===== src/rtl/change_dispenser.sv =====
// Payout stage of the vending controller: runs the goods motor, then pays change as
// two-unit and one-unit coins over req/ack handshakes, each guarded by an ack timeout.
module change_dispenser #(
  parameter int ACK_TIMEOUT = 255,
  parameter int CNT_W       = 8
) (
  input  logic       clk,
  input  logic       rst_n,
  input  logic       goods,
  input  logic [2:0] change,
  input  logic       vend_ack,
  input  logic       coin_two_ack,
  input  logic       coin_one_ack,
  input  logic       two_empty,
  input  logic       one_empty,
  input  logic       fault_clr,
  output logic       vend_req,
  output logic       coin_two_req,
  output logic       coin_one_req,
  output logic       busy,
  output logic       done,
  output logic       drop,
  output logic       fault,
  output logic [2:0] change_left
);

  typedef enum logic [2:0] {
    IDLE,
    VEND_WAIT,
    PAY_SEL,
    TWO_WAIT,
    ONE_WAIT,
    DONE_S,
    FAULT_S
  } state_t;

  // Last wait cycle allowed without ack; reaching it without ack trips FAULT.
  localparam logic [CNT_W-1:0] CNT_LAST = CNT_W'(ACK_TIMEOUT - 1);

  state_t           state;
  logic [CNT_W-1:0] cnt;
  logic [2:0]       left;
  logic             drop_q;

  // NOTE: sequential state uses non-blocking assignments so every register samples
  // the pre-edge values; blocking here would create order-dependent simulation.
  always_ff @(posedge clk or negedge rst_n) begin
    if (!rst_n) begin
      state  <= IDLE;
      cnt    <= '0;
      left   <= '0;
      drop_q <= 1'b0;
    end else begin
      drop_q <= goods && (state != IDLE);
      case (state)
        IDLE: begin
          if (goods) begin
            left  <= change;
            cnt   <= '0;
            state <= VEND_WAIT;
          end
        end
        VEND_WAIT: begin
          if (vend_ack)             state <= PAY_SEL;
          else if (cnt == CNT_LAST) state <= FAULT_S;
          else                      cnt   <= cnt + 1'b1;
        end
        PAY_SEL: begin
          // Empty flags are looked at only here, so an in-flight handshake always completes.
          cnt <= '0;
          if (left == 3'd0)                         state <= DONE_S;
          else if (left >= 3'd2 && !two_empty)      state <= TWO_WAIT;
          else if (!one_empty)                      state <= ONE_WAIT;
          else                                      state <= FAULT_S;
        end
        TWO_WAIT: begin
          if (coin_two_ack) begin
            left  <= left - 3'd2;
            state <= PAY_SEL;
          end else if (cnt == CNT_LAST) begin
            state <= FAULT_S;
          end else begin
            cnt <= cnt + 1'b1;
          end
        end
        ONE_WAIT: begin
          if (coin_one_ack) begin
            left  <= left - 3'd1;
            state <= PAY_SEL;
          end else if (cnt == CNT_LAST) begin
            state <= FAULT_S;
          end else begin
            cnt <= cnt + 1'b1;
          end
        end
        DONE_S: state <= IDLE;
        FAULT_S: begin
          if (fault_clr) begin
            left  <= '0;
            state <= IDLE;
          end
        end
        default: state <= IDLE;
      endcase
    end
  end

  // Outputs decode the state register only, so no input reaches an output combinationally.
  assign vend_req     = (state == VEND_WAIT);
  assign coin_two_req = (state == TWO_WAIT);
  assign coin_one_req = (state == ONE_WAIT);
  assign busy         = (state != IDLE);
  assign done         = (state == DONE_S);
  assign fault        = (state == FAULT_S);
  assign drop         = drop_q;
  assign change_left  = left;

endmodule

===== config.mk =====
export PLATFORM = sky130hd
export DESIGN_NAME = change_dispenser
export DESIGN_NICKNAME = d
export VERILOG_FILES = /design/src/rtl/change_dispenser.sv
export SDC_FILE = /design/constraint.sdc
export NUM_CORES = 1
export LEC_CHECK = 0
export BUFFER_PORTS_ARGS = -buffer_cell sky130_fd_sc_hd__buf_4
export CORE_ASPECT_RATIO = 1.1
export CORE_MARGIN = 2
export CORE_UTILIZATION = 36
export CTS_BUF_LIST = sky130_fd_sc_hd__clkbuf_8 sky130_fd_sc_hd__clkbuf_16
export DETAILED_ROUTE_END_ITERATION = 12
export PLACE_DENSITY = 0.65
export SYNTH_ARGS = -nofsm -noshare
export SYNTH_HDL_FRONTEND = slang
export SYNTH_SLANG_ARGS = --single-unit

===== constraint.sdc =====
create_clock -name clk -period 2.2 [get_ports clk]
set_clock_uncertainty 0.05 [all_clocks]
set_input_delay 0.44 -clock clk [delete_from_list [all_inputs] [get_ports clk]]
set_output_delay 0.44 -clock clk [all_outputs]
set_load 0.05 [all_outputs]

==> run metrics <==
status=finished clean; Slew Viols, Final=0; fin crit period=1.989 ns; row cnt=21; Rel. slew slack=68.81%; total number of yosys warnings=0; vias=about 1.1k; area growth from synthesis to layout=20.97%; root buf cell=clkbuf_8; DRT Pass-1 Iters=4; Worst Hold Class=input pin to flip-flop; Worst VDD drop=0.8090 mV; Port Buffer Count=21; post-synthesis cell type count=43; initial antenna violation count=0; Mapped Avg Cell Area=~8.6 um^2; Post-Synthesis Cells=135; R2R setup slack=roughly 0.31 ns; post-CTS setup buffers=0; clk sinks=15; layout cell share with drive strength beyond 1=22.29%; Critical Path Source Type=flip-flop; Die Ht=63.47 um; Final setup viols=0; RR Startpoint=state[0]$_DFFE_PN0P_; Worst Hold Launch=goods; vias per cell=5.628; CTS buffer count=3; core area=~3000 um^2; Peak Freq=roughly 500 MHz; design area=1400 um^2; EDFF count, synth=0; Yosys reg bits=15; Final ANT Viol Nets=0; worst skew pair latency=~0.25 ns; power per cell area=1328 nW/um^2; period utilization=between 90% and 100%; CP Launch Point=state[2]$_DFFE_PN0P_; DRT iter0 DRCs=51; Overflow after GRT=0; Final HPWL DP=2.105 mm; largest net degree at the start of global routing=16; first-pass GRT wire length=4.519 mm; leakage power=0.6591 nW; max cap viols=0; sequential-to-total area share from yosys stat=32.43%; Worst-Margin Slew=0.4560 ns; CTS tree=yes; Total Wirelength=2.674 mm; routability congestion estimate=0.8323; CP Data Required Time=1.71 ns; total track usage=approximately 15%; Post-DP Area=1345 um^2; crit-path max FO=12; FFs w/ async S/R, synth=100.0%; Top Ports=22; wire per inst=14.00 um; width of the die=58.06 um; DRC=0; Initial Util=37.97%; CP Capture Type=output port; Worst-path clk slew=about 0.060 ns; TNS Setup=0 ns; CTS max path bufs=2; type of the worst setup path=flip-flop to output port; die area=3685 um^2; Worst Path Arrival=1.50 ns; RSZ-0062 raised after global routing=no; Inserted Diodes=0; Layout Nets=176; Post-synth top flop=dfrtp_1; Mapped Area=approximately 1200 um^2; Final Hold Viols=0; vias in the first global route=1,043; H-Tree Depth=1; Syn Nets=153
==> critical path: stages, from the launching register on <==
cell	delay, ns
dfrtp_1	0.37
buf_4	0.17
inv_1	0.27
nand2_1	0.12
nor2_1	0.11
buf_4	0.20
==> cells in the mapped netlist (4+ instances only) <==
cell / n / area [um^2]
a21oi_1: 6 / 30.03
clkbuf_1: 5 / 18.77
dfrtp_1: 15 / 375.4
ha_1: 6 / 75.07
inv_1: 12 / 45.04
mux2i_1: 6 / 60.06
nand2_1: 9 / 33.78
nand3_1: 4 / 20.02
nor2_1: 9 / 33.78
nor3_1: 5 / 25.02
o21ai_0: 6 / 30.03
==> where the power goes <==
part / internal [W] / leakage, nW / total [W] / switching [W]
sequential: 0.000361 / 0.196 / 0.000481 / 0.000120
combinational: 0.000450 / 0.436 / 0.00116 / 0.000710
clock: 0.000124 / 0.0269 / 0.000218 / 0.0000949
total: 0.000935 / 0.659 / 0.00186 / 0.000925
==> stage by stage <==
step                worst slack (ns)  total power, W  instances  utilization [%]  hold slack, ns
global placement              0.3508        0.001628        186            44.13          0.2564
global route                 0.08079        0.002008        191            45.94          0.4320
finish                        0.2109        0.001859        191            45.94          0.4236
floorplan                    -0.3138        0.001364        135                -         0.09441
detailed placement            0.3253        0.001649        186            44.13          0.2571
CTS                           0.2027        0.001873        191            45.94          0.4255
==> registers in the layout, indices dropped and copies added, names as in the netlist <==
signal and flops:
state 3, drop 1, change_left 3, cnt 8
==> cells in the final DEF (no fill, tap or decap), types with 4 or more instances in the layout <==
cell type and instances:
nor3_1 5, inv_1 13, buf_4 24, nor2_1 9, ha_1 6, dfrtp_1 15
o21ai_0 6, mux2i_1 6, a21oi_1 6, nand2_1 9, nand3_1 4
==> layout make-up <==
cell class                 count  area [um^2]
fill                         287         1648
multi-input combinational    101        701.9
sequential                    15        375.4
timing repair buffer          25        190.2
inverter                      12        45.04
tap                           34        42.54
clock buffer                   3        41.29
clock inverter                 1        3.754
==> cells by family after synthesis <==
group / Yosys count / synth area share (%)
muxes: 7 / 6.162
xor gates and xnor gates: 1 / 0.7569
adders and majority gates: 6 / 6.486
buffers and inverters: 19 / 6.918
AOI/OAI and AO/OA: 44 / 27.68
and+or+nand+nor: 43 / 19.57
DFF: 15 / 32.43
==> final timing paths <==
check | depth (start not counted) | endpoint
min in group asynchronous | 2 | cnt[2]$_DFFE_PN0P_
worst max-delay path | 5 | vend_req
worst max register to register | 4 | cnt[3]$_DFFE_PN0P_
max in group asynchronous | 2 | change_left[1]$_DFFE_PN0P_
worst min-delay path | 2 | drop$_DFF_PN0_
worst min register to register | 1 | cnt[0]$_DFFE_PN0P_
==> layer usage <==
metal  track usage [%]  wire, um  part of all wire, %  vias up
met5                 0         0                    0        -
met4             5.523        56                  2.1        0
met3             2.259       153                  5.7        7
met2             26.14      1227                   46       39
met1             19.31      1237                   46      489
li1                  -         -                    -      540
==> repair_timing <==
| action | 4_1_cts | 5_1_grt |
|---|---|---|
| hold buffers | 1 | 0 |
| gates resized for setup | 0 | 0 |
| endpoints found under the hold margin | 15 | 0 |
(Power assumes the default switching activity.)
